## src/rtl/prog_seq_pkg.sv

```systemverilog
// Shared encodings for the prog_sequencer fetch/execute datapath:
// RV32 opcode and funct3 constants, FSM states, memory size codes.
package prog_seq_pkg;

    localparam logic [6:0] OP_LOAD   = 7'b0000011;
    localparam logic [6:0] OP_STORE  = 7'b0100011;
    localparam logic [6:0] OP_LUI    = 7'b0110111;
    localparam logic [6:0] OP_AUIPC  = 7'b0010111;
    localparam logic [6:0] OP_OPIMM  = 7'b0010011;
    localparam logic [6:0] OP_JAL    = 7'b1101111;
    localparam logic [6:0] OP_JALR   = 7'b1100111;
    localparam logic [6:0] OP_BRANCH = 7'b1100011;

    localparam logic [2:0] F3_BEQ  = 3'b000;
    localparam logic [2:0] F3_BNE  = 3'b001;
    localparam logic [2:0] F3_BLT  = 3'b100;
    localparam logic [2:0] F3_BGE  = 3'b101;
    localparam logic [2:0] F3_BLTU = 3'b110;
    localparam logic [2:0] F3_BGEU = 3'b111;

    localparam logic [2:0] F3_LB   = 3'b000;
    localparam logic [2:0] F3_LH   = 3'b001;
    localparam logic [2:0] F3_LW   = 3'b010;
    localparam logic [2:0] F3_LBU  = 3'b100;
    localparam logic [2:0] F3_LHU  = 3'b101;
    localparam logic [2:0] F3_ADDI = 3'b000;

    localparam logic [1:0] SIZE_BYTE = 2'd0;
    localparam logic [1:0] SIZE_HALF = 2'd1;
    localparam logic [1:0] SIZE_WORD = 2'd2;

    typedef enum logic [1:0] {FETCH, EXEC, MEM} state_e;

    // f3[2] selects zero extension; size code 2 (and above) passes the word through
    function automatic logic [31:0] load_ext(logic [31:0] d, logic [2:0] f3);
        case (f3[1:0])
            SIZE_BYTE: return f3[2] ? {24'b0, d[7:0]}  : {{24{d[7]}}, d[7:0]};
            SIZE_HALF: return f3[2] ? {16'b0, d[15:0]} : {{16{d[15]}}, d[15:0]};
            default:   return d;
        endcase
    endfunction

    function automatic logic [31:0] store_data(logic [31:0] d, logic [1:0] sz);
        case (sz)
            SIZE_BYTE: return {24'b0, d[7:0]};
            SIZE_HALF: return {16'b0, d[15:0]};
            default:   return d;
        endcase
    endfunction

endpackage

```

## src/rtl/prog_regfile.sv

```systemverilog
// Architectural register file: two asynchronous read ports, one synchronous
// write port, x0 hardwired to zero, no reset.
module prog_regfile #(
    parameter int unsigned NREGS = 32,
    localparam int unsigned IW = $clog2(NREGS)
) (
    input  logic          clk,
    input  logic [IW-1:0] rs1_i,
    input  logic [IW-1:0] rs2_i,
    output logic [31:0]   rs1_data_o,
    output logic [31:0]   rs2_data_o,
    input  logic          we_i,
    input  logic [IW-1:0] rd_i,
    input  logic [31:0]   rd_data_i
);

    logic [31:0] regs_q [NREGS];

    always_ff @(posedge clk) begin
        if (we_i && (rd_i != '0)) begin
            regs_q[rd_i] <= rd_data_i;
        end
    end

    assign rs1_data_o = (rs1_i == '0) ? '0 : regs_q[rs1_i];
    assign rs2_data_o = (rs2_i == '0) ? '0 : regs_q[rs2_i];

endmodule

```

## src/rtl/prog_sequencer.sv

```systemverilog
// Multi-cycle RV32 fetch/execute sequencer over a handshaked memory port with
// wait states; owns the PC and register file.
module prog_sequencer
    import prog_seq_pkg::*;
#(
    parameter int unsigned   AW        = 32,
    parameter int unsigned   NREGS     = 32,
    parameter bit            BYTE_ADDR = 1'b1,
    parameter logic [AW-1:0] RESET_PC  = '0
) (
    input  logic          clk,
    input  logic          rts_n,
    output logic          mem_req,
    output logic          mem_we,
    output logic [AW-1:0] mem_addr,
    output logic [1:0]    mem_size,
    output logic [31:0]   mem_wdata,
    input  logic [31:0]   mem_rdata,
    input  logic          mem_ready,
    output logic [AW-1:0] prc,
    output logic          illegal
);

    localparam int unsigned   IW   = $clog2(NREGS);
    localparam logic [AW-1:0] STEP = BYTE_ADDR ? AW'(4) : AW'(1);

    state_e        state_q, state_d;
    logic [AW-1:0] pc_q, pc_d, prc_q, prc_d;
    logic [31:0]   instr_q, instr_d;

    logic [6:0]  opcode;
    logic [2:0]  f3;
    logic [31:0] imm_i, imm_s, imm_b, imm_u, imm_j, off_b, off_j;
    logic signed [31:0] imm_b_s, imm_j_s;
    logic [31:0] rs1_val, rs2_val, ea, jalr_t, link;
    logic        is_store, legal, taken, req_c, we_c, rf_we;
    logic [31:0] rf_wdata;

    assign opcode   = instr_q[6:0];
    assign f3       = instr_q[14:12];
    assign is_store = (opcode == OP_STORE);

    assign imm_i = {{20{instr_q[31]}}, instr_q[31:20]};
    assign imm_s = {{20{instr_q[31]}}, instr_q[31:25], instr_q[11:7]};
    assign imm_b = {{19{instr_q[31]}}, instr_q[31], instr_q[7], instr_q[30:25], instr_q[11:8], 1'b0};
    assign imm_u = {instr_q[31:12], 12'b0};
    assign imm_j = {{11{instr_q[31]}}, instr_q[31], instr_q[19:12], instr_q[20], instr_q[30:21], 1'b0};

    // Word-addressed memory: byte offsets become word offsets (arithmetic shift)
    assign imm_b_s = imm_b;
    assign imm_j_s = imm_j;
    assign off_b   = BYTE_ADDR ? imm_b : 32'(imm_b_s >>> 2);
    assign off_j   = BYTE_ADDR ? imm_j : 32'(imm_j_s >>> 2);

    assign ea     = rs1_val + (is_store ? imm_s : imm_i);
    assign jalr_t = (rs1_val + imm_i) & ~32'd1;
    assign link   = 32'(prc_q + STEP);

    prog_regfile #(.NREGS(NREGS)) u_rf (
        .clk        (clk),
        .rs1_i      (instr_q[15 +: IW]),
        .rs2_i      (instr_q[20 +: IW]),
        .rs1_data_o (rs1_val),
        .rs2_data_o (rs2_val),
        .we_i       (rf_we),
        .rd_i       (instr_q[7 +: IW]),
        .rd_data_i  (rf_wdata)
    );

    always_comb begin
        taken = 1'b0;
        case (f3)
            F3_BEQ:  taken = (rs1_val == rs2_val);
            F3_BNE:  taken = (rs1_val != rs2_val);
            F3_BLT:  taken = ($signed(rs1_val) <  $signed(rs2_val));
            F3_BGE:  taken = ($signed(rs1_val) >= $signed(rs2_val));
            F3_BLTU: taken = (rs1_val <  rs2_val);
            F3_BGEU: taken = (rs1_val >= rs2_val);
            default: taken = 1'b0;
        endcase
    end

    always_comb begin
        case (opcode)
            OP_LUI, OP_AUIPC, OP_JAL, OP_JALR: legal = 1'b1;
            OP_OPIMM:                          legal = (f3 == F3_ADDI);
            OP_BRANCH:                         legal = (f3[2:1] != 2'b01);
            OP_LOAD, OP_STORE:                 legal = (f3[1:0] != 2'b11);
            default:                           legal = 1'b0;
        endcase
    end

    always_comb begin
        state_d   = state_q;
        pc_d      = pc_q;
        prc_d     = prc_q;
        instr_d   = instr_q;
        req_c     = 1'b0;
        we_c      = 1'b0;
        mem_addr  = pc_q;
        mem_size  = SIZE_WORD;
        mem_wdata = '0;
        illegal   = 1'b0;
        rf_we     = 1'b0;
        rf_wdata  = '0;
        case (state_q)
            FETCH: begin
                req_c = 1'b1;
                if (mem_ready) begin
                    instr_d = mem_rdata;
                    prc_d   = pc_q;
                    state_d = EXEC;
                end
            end
            EXEC: begin
                state_d = FETCH;
                pc_d    = prc_q + STEP;
                if (!legal) begin
                    illegal = 1'b1;
                end else begin
                    case (opcode)
                        OP_LUI:    begin rf_we = 1'b1; rf_wdata = imm_u; end
                        OP_AUIPC:  begin rf_we = 1'b1; rf_wdata = 32'(prc_q) + imm_u; end
                        OP_OPIMM:  begin rf_we = 1'b1; rf_wdata = rs1_val + imm_i; end
                        OP_JAL:    begin rf_we = 1'b1; rf_wdata = link; pc_d = prc_q + AW'(off_j); end
                        OP_JALR:   begin rf_we = 1'b1; rf_wdata = link; pc_d = AW'(jalr_t); end
                        OP_BRANCH: if (taken) pc_d = prc_q + AW'(off_b);
                        OP_LOAD, OP_STORE: begin pc_d = pc_q; state_d = MEM; end
                        default: ;
                    endcase
                end
            end
            MEM: begin
                req_c     = 1'b1;
                we_c      = is_store;
                mem_addr  = AW'(ea);
                mem_size  = f3[1:0];
                mem_wdata = is_store ? store_data(rs2_val, f3[1:0]) : '0;
                if (mem_ready) begin
                    rf_we    = !is_store;
                    rf_wdata = load_ext(mem_rdata, f3);
                    pc_d     = prc_q + STEP;
                    state_d  = FETCH;
                end
            end
            default: state_d = FETCH;
        endcase
    end

    // Reset gates the request combinationally so an in-flight access drops at once
    assign mem_req = req_c & rts_n;
    assign mem_we  = we_c & rts_n;
    assign prc     = prc_q;

    always_ff @(posedge clk or negedge rts_n) begin
        if (!rts_n) begin
            state_q <= FETCH;
            pc_q    <= RESET_PC;
            prc_q   <= RESET_PC;
            instr_q <= '0;
        end else begin
            state_q <= state_d;
            pc_q    <= pc_d;
            prc_q   <= prc_d;
            instr_q <= instr_d;
        end
    end

endmodule

```

## config.mk

```make
export PLATFORM = sky130hd
export DESIGN_NAME = prog_sequencer
export DESIGN_NICKNAME = d
export VERILOG_FILES = /design/src/rtl/prog_seq_pkg.sv /design/src/rtl/prog_regfile.sv /design/src/rtl/prog_sequencer.sv
export SDC_FILE = /design/constraint.sdc
export NUM_CORES = 2
export LEC_CHECK = 0
export ABC_AREA = 0
export BUFFER_PORTS_ARGS = -buffer_cell sky130_fd_sc_hd__buf_2
export CORE_UTILIZATION = 25
export CTS_BUF_LIST = sky130_fd_sc_hd__clkbuf_8
export CTS_CLUSTER_SIZE = 30
export DETAILED_ROUTE_END_ITERATION = 10
export GPL_ROUTABILITY_DRIVEN = 0
export GPL_TIMING_DRIVEN = 0
export PLACE_DENSITY = 0.43
export SLEW_MARGIN = 20
export SYNTH_ARGS = -nofsm -noshare
export SYNTH_HDL_FRONTEND = slang
export SYNTH_HIERARCHICAL = 1
export SYNTH_SLANG_ARGS = --single-unit
```

## constraint.sdc

```tcl
create_clock -name clk -period 7.2 [get_ports clk]
set_input_delay 0 -clock clk [delete_from_list [all_inputs] [get_ports clk]]
set_output_delay 0 -clock clk [all_outputs]
set_load 0.1 [all_outputs]
```

## Yosys cells after proc, flatten, opt, wreduce, memory -nomap -nowiden

Memories as Yosys holds them, arrays and structs flattened.
Cells that the tools add are included.

| storage, ports and cells | value |
|---|---|
| register bits | 98 |
| bits in writable memories | 1024 |
| input port bits | 35 |
| output and inout port bits | 101 |
| memories kept | 1 |

Memory list:

| name | words | width | rd ports | clocked after Yosys merged registers in | write ports | line | source |
|---|---|---|---|---|---|---|---|
| u_rf.regs_q | 32 | 32 | 2 | 0 | 1 | prog_regfile.sv:17 | `logic [31:0] regs_q [NREGS];` |

| cells by class | value |
|---|---|
| add/sub/neg operators | 6 |
| order comparisons | 4 |
| equal/unequal tests | 23 |
| muxes and demuxes | 37 |
| bitwise logic cells | 2 |
| reduce and logical (&&, ||, !) cells | 17 |

Operators with widths:

| cell | count |
|---|---|
| 32-bit 2-to-1 mux | 12 |
| 32-bit case mux with 2 select lines | 4 |
| 32-bit case mux with 4 select lines | 2 |
| 32-bit adder | 5 |
| 32-bit >= comparator | 2 |
| 32-bit < comparator | 2 |
| 32-bit by 3-bit adder with 32-bit output (second input constant) | 1 |
| 32-bit == test | 1 |
| 32-bit inequality test | 1 |
| 7-bit == test (second input constant) | 3 |
| 7-bit by 5-bit == test with 1-bit output (second input constant) | 2 |
| 7-bit by 6-bit == test with 1-bit output (second input constant) | 2 |
| 3-bit == test (second input constant) | 4 |
| 5-bit logical NOT | 2 |
| 2-bit 2-to-1 mux | 5 |
| 1-bit 2-to-1 mux | 9 |
| 7-bit by 2-bit == test with 1-bit output (second input constant) | 1 |
| 2-bit inequality test (second input constant) | 3 |
| 1-bit case mux with 6 select lines | 1 |
| 2-bit case mux with 3 select lines | 1 |
| 2-bit OR reduction | 3 |
| 5-bit 2-to-1 mux | 1 |
| 5-bit nonzero test | 1 |
| 5-bit OR reduction | 1 |
| other kinds (16) | 20 |

## Logic depth before layout (Yosys ltp)

| depth | value |
|---|---|
| depth in word-level cells | 8 |
| depth in mapped cells | 22 |
| depth with buffers taken out | 16 |

## Modules after synthesis

The synthesis kept the hierarchy.

By module, submodules not included:

| module | times used | cells an instance | area each (um2) | seq. area each (um2) |
|---|---|---|---|---|
| prog_regfile | 1 | 2564 | 47929.7 | 30749.5 |
| prog_sequencer | 1 | 1819 | 13982.2 | 2452.4 |

## Worst setup path after synthesis

Ideal clock, no wire load.

| timing path | value |
|---|---|
| kind | register to output |
| start point | reg instr_q[16] |
| end point | out mem_addr[31] |
| arrival | 5.463 ns |
| required time | 7.200 ns |
| path slack | 1.737 ns |
| cell stages (with the launch flop) | 19 |
| path buffers | 3 |
| path through | dfrtp_1 buf_4 buf_6 nor2b_1 buf_2 a221oi_1 o21ai_0 a311oi_1 ha_1 a21o_1 a21oi_1 o21bai_1 a21oi_1 o21ai_0 a21oi_1 o21bai_1 a21oi_1 xnor2_1 a21oi_1 |

| between the ends | value |
|---|---|
| longest elaborated chain between the ends | 4 |

Ends and longest elaborated chain:

| item | line | source |
|---|---|---|
| start: declaration | prog_sequencer.sv:29 | `logic [31:0] instr_q, instr_d;` |
| start signal: assignment | prog_sequencer.sv:165 | `instr_q <= instr_d;` |
| memory read 32 x 32 bit or 5-bit logical NOT (tied branches) | -- |  |
| 32-bit 2-to-1 mux (*) | prog_regfile.sv:25 | `assign rs1_data_o = (rs1_i == '0) ? '0 : regs_q[rs1_i];` |
| via rs1_val[1] | prog_sequencer.sv:35 | `logic [31:0] rs1_val, rs2_val, ea, jalr_t, link;` |
| 32-bit adder (*) | prog_sequencer.sv:55 | `assign ea = rs1_val + (is_store ? imm_s : imm_i);` |
| 32-bit 2-to-1 mux (*) | prog_sequencer.sv:106 | `case (state_q)` |
| end: declaration | prog_sequencer.sv:15 | `output logic [AW-1:0] mem_addr,` |

The timed path passes the listed nets; every way through them passes the cells marked *.

## Worst setup path in the final report

| timing path | value |
|---|---|
| start point | reg instr_q[22] |
| end point | reg pc_q[9] |

| between the ends | value |
|---|---|
| longest elaborated chain between the ends | 8 |

Ends and longest elaborated chain:

| item | line | source |
|---|---|---|
| memory read 32 x 32 bit or 5-bit logical NOT (tied branches) | -- |  |
| 32-bit 2-to-1 mux (*) | prog_regfile.sv:26 | `assign rs2_data_o = (rs2_i == '0) ? '0 : regs_q[rs2_i];` |
| via rs2_val[27] | prog_sequencer.sv:35 |  |
| 32-bit >= comparator, or another cell as far along | prog_sequencer.sv:78 | `F3_BGEU: taken = (rs1_val >= rs2_val);` |
| 1-bit case mux with 6 select lines (*) | prog_sequencer.sv:72 | `case (f3)` |
| 32-bit 2-to-1 mux (*) | prog_sequencer.sv:127 | `OP_BRANCH: if (taken) pc_d = prc_q + AW'(off_b);` |
| 32-bit case mux with 4 select lines (*) | prog_sequencer.sv:121 | `case (opcode)` |
| 32-bit 2-to-1 mux (*) | prog_sequencer.sv:118 | `if (!legal) begin` |
| 32-bit case mux with 2 select lines (*) | prog_sequencer.sv:106 |  |
| end signal: assignment | prog_sequencer.sv:163 | `pc_q <= pc_d;` |
| end: declaration | prog_sequencer.sv:28 | `logic [AW-1:0] pc_q, pc_d, prc_q, prc_d;` |

Marks and branches as above.
A chain may end at the register's enable or synchronous reset.

==> run_results.csv <==
group,metric,value,unit
critical_path,path_cells,"buf_4 -> buf_2 -> nand3b_1 -> buf_4 -> clkbuf_2 -> buf_12 -> o221ai_1 -> a21oi_1 -> a211oi_1 -> inv_1 -> ha_1 -> nand4_1 -> nor4_4 -> o221ai_1 -> nand4_1 -> or3_1 -> nand3_2 -> nor4_4 -> buf_4 -> buf_4 -> a31oi_1 -> a31oi_1",
critical_path,arrival,8020,ps
critical_path,r2r_setup_slack,40,ps
synth,ys.flop_type,"edfxtp_1",
placement,hpwlAfterDp,212,mm
critical_path,slowest_stage,"buf_2",
sta,post-route-period-util,99.5,%
synth,ys_ff_latch,1122,
route,postRouteAntennaNets,0,
layout,final_util,30.2,%
route,drt_wl_total,293,mm
sta,holdWs,58.0,ps
sta,finalCriticalPeriod,7160,ps
sta,skew,104,ps
clock_tree,root_buffer,"clkbuf_8",
layout,num-nets-final,5092,
route,vias,46959,
critical_path,cp_common_cell,"buf_4",
synth,syn_area,61900,µm²
synth,synth_area_leader_cell,"edfxtp_1",
placement,portBuffers,135,
critical_path,required,8060,ps
clock_tree,path_clk_slew,60,ps
global_routing,grt_pass1_wl,393,mm
synth,synth-edff-count,1024,
critical_path,rr_endpoint,"pc_q[9]",
synth,synthesis.instances,4383,
synth,yosys_warnings,6,
synth,syn_avg_cell_area,14.1,µm²
floorplanning,rows,182,
power_and_ir_drop,powerDensity,471,nW/µm²
critical_path,crit_buf_inv,8,
global_routing,grt_max_degree,63,
synth,async_flop_share,8.73,%
global_routing,gr-total-overflow,0,
floorplanning,die_h,500,µm
clock_tree,cts_tree,"built",
critical_path,criticalPathCategory,"reg2reg",
sta,finalWorstSetupSlack,39.5,ps
floorplanning,num_io_pins,136,
critical_path,worstReg2RegStart,"instr_q[22]",
sta,hold_viol_final,0,
critical_path,critPathLaunchType,"register",
clock_tree,clk_latency,1050,ps
clock_tree,clock_sinks,1122,
sta,setup_viol,0,
critical_path,path_delay_family,"simple AND/OR/NAND/NOR gates",
critical_path,slowest_delay,570,ps
sta,maxSlewViolCount,0,
route,drt-pass1-iter-count,6,
global_routing,grt_usage,22.9,%
layout,fin_area,74400,µm²
job,drv_cap,0,
global_routing,grt_pass1_vias,45955,
sta,tns,0,ps
floorplanning,core-area,246000,µm²
layout,syn_to_final_growth,20.2,%
synth,yosys.cell_types.count,96,
sta,fmax,0.140,GHz
route,avgViaCountPerCell,5.59,
power_and_ir_drop,peakVddDrop,0.000289,V
global_routing,antenna_found_initial,17,
route,post_drt_wl_per_cell,34.8,µm
synth,yosysSeqAreaShare,53.6,%
synth,ys_top_cells_by_area,"edfxtp_1 (50%), mux4_2 (11%), mux2i_1 (5.4%), dfrtp_1 (4.0%), mux2_2 (2.8%)",
floorplanning,design.die.area,250000,µm²
sta,timing.slew.headroom,13.6,%
outcome,status,"completed",
floorplanning,initial_core_util,25.2,%
clock_tree,clock_path_buffers,3,
hold_path,hp-class,"in2async",
clock_tree,htree_num_levels,4,
route,drc,0,
layout,fillers,24703,
placement,post_dp_cell_area,69200,µm²
route,drtIter0Drc,6137,
critical_path,reg2regPathDepth,22,
sta,tightest_slew,1300,ps
power_and_ir_drop,leakage,26.8,nW
synth,synth_top_area_share,49.7,%
floorplanning,fp.dieW,500,µm
clock_tree,cts_buffers,206,
placement,place_ws,-1460,ps
critical_path,path_max_fanout,10,
critical_path,worstSetupEndpointType,"register",
layout,drive_above_1_share,26.1,%
==> final cells by class <==
cell class	count	area [µm²]	share of cell area (%)
Buffer	324	1760	2.36
Clock inverter	154	1030	1.39
Timing Repair Buffer	306	3310	4.45
Inverter	82	308	0.413
Clock buffer	211	2900	3.90
Sequential cell	1122	33200	44.6
Tap cell	3312	4140	5.57
Antenna cell	13	32.5	0.0437
Multi-Input combinational cell	2884	27700	37.3
==> how the worst max path moves through the flow <==
stage                            from            endpoint  cells past startpoint
final                     instr_q[22]             pc_q[9]                     22
after global placement    instr_q[15]  u_rf/regs_q[8][30]                     17
after detailed placement  instr_q[15]            pc_q[10]                     20
after floorplan           instr_q[16]        mem_addr[31]                     18
after CTS                 instr_q[20]            pc_q[10]                     22
after global routing      instr_q[16]        mem_addr[18]                     20
==> stage by stage <==
step                std cells  power (W)
detailed placement       7950     0.0279
floorplan                4414     0.0193
global placement         7861     0.0277
finish                   8408     0.0350
CTS                      8388     0.0344
global route             8396     0.0360
==> layer usage <==
layer  up-vias  global-route usage (%)  part of all wire, %
met3       539                    5.26                  9.3
met4         4                    8.43                  3.8
li1      18919                       -                    -
met2      2830                    36.6                   46
met5         -                       0               0.0072
met1     24667                    29.9                   41
==> what timing repair did <==
action,4_1_cts,5_1_grt
setup buffers,6,7
gates cloned,0,0
endpoints found under the hold margin,770,0
endpoints found under the setup margin,775,180
hold buffers,69,0
resized for setup,98,34
pin swaps,5,5
==> synthesized netlist by cell type (72+ instances only) <==
| cell | instances |
|---|---|
| mux4_2 | 298 |
| ha_1 | 126 |
| xnor2_1 | 93 |
| o221ai_1 | 72 |
| dfrtp_1 | 98 |
| a211oi_1 | 80 |
| inv_1 | 81 |
| a21oi_1 | 215 |
| mux2_2 | 155 |
| nor2_1 | 183 |
| o21ai_0 | 178 |
| mux2i_1 | 331 |
| nand2_1 | 218 |
| edfxtp_1 | 1024 |
| clkbuf_1 | 193 |
| a22oi_1 | 80 |
==> power breakdown <==
part	switching (W)	internal, W	leakage, nW
Combinational	0.0148	0.00632	12.7
Clock	0.00299	0.00310	2.25
Sequential	0.000594	0.00722	11.8
Total	0.0184	0.0166	26.8
==> sequential cells by signal, summed over array words and instances (netlist names) <==
signal       cells
instr_q         32
pc_q            32
prc             32
state_q          2
u_rf/regs_q   1024
==> worst register-to-register path: stages, from the launching register on <==
cell	delay, ps
dfrtp_2	560
buf_4	380
buf_2	600
nand3b_1	190
buf_4	200
clkbuf_2	250
buf_12	250
o221ai_1	220
a21oi_1	100
a211oi_1	310
inv_1	100
ha_1	340
nand4_1	400
nor4_4	530
o221ai_1	470
nand4_1	230
or3_1	140
nand3_2	260
nor4_4	580
buf_4	320
buf_4	270
a31oi_1	110
a31oi_1	210
==> cells by family (layout without fill, tap and decap cells) <==
kind of cell | count (synthesis) | count (layout) | synth area share, %
compound gates | 996 | 996 | 11.3
xor+xnor | 145 | 145 | 2.05
fa+ha+maj | 131 | 131 | 2.71
buf+inv | 408 | 1077 | 3.08
flops | 1122 | 1122 | 53.6
mux | 838 | 838 | 21.3
other cells | 1 | 45 | 0.00606
simple gates | 742 | 742 | 5.95
==> cells in the final DEF (no fill, tap or decap), types with 32 or more instances in the layout <==
master,n
mux4_1,54
clkinv_1,46
mux4_2,298
buf_12,55
conb_1,32
clkbuf_8,211
nor2b_1,54
mux2_2,155
a21oi_1,208
o21ai_0,175
clkbuf_1,122
a221oi_1,57
nand4_1,63
clkbuf_2,60
a22oi_1,80
edfxtp_1,1024
a21o_1,43
ha_1,126
and3_1,35
o221ai_1,72
buf_2,166
dfrtp_1,93
dlygate4sd3_1,68
nand3_1,38
a211oi_1,68
nor2_1,147
nor2_4,35
nand2_1,218
inv_1,142
xor2_1,49
buf_4,84
mux2i_1,331
xnor2_1,90
(Power assumes the default switching activity.)
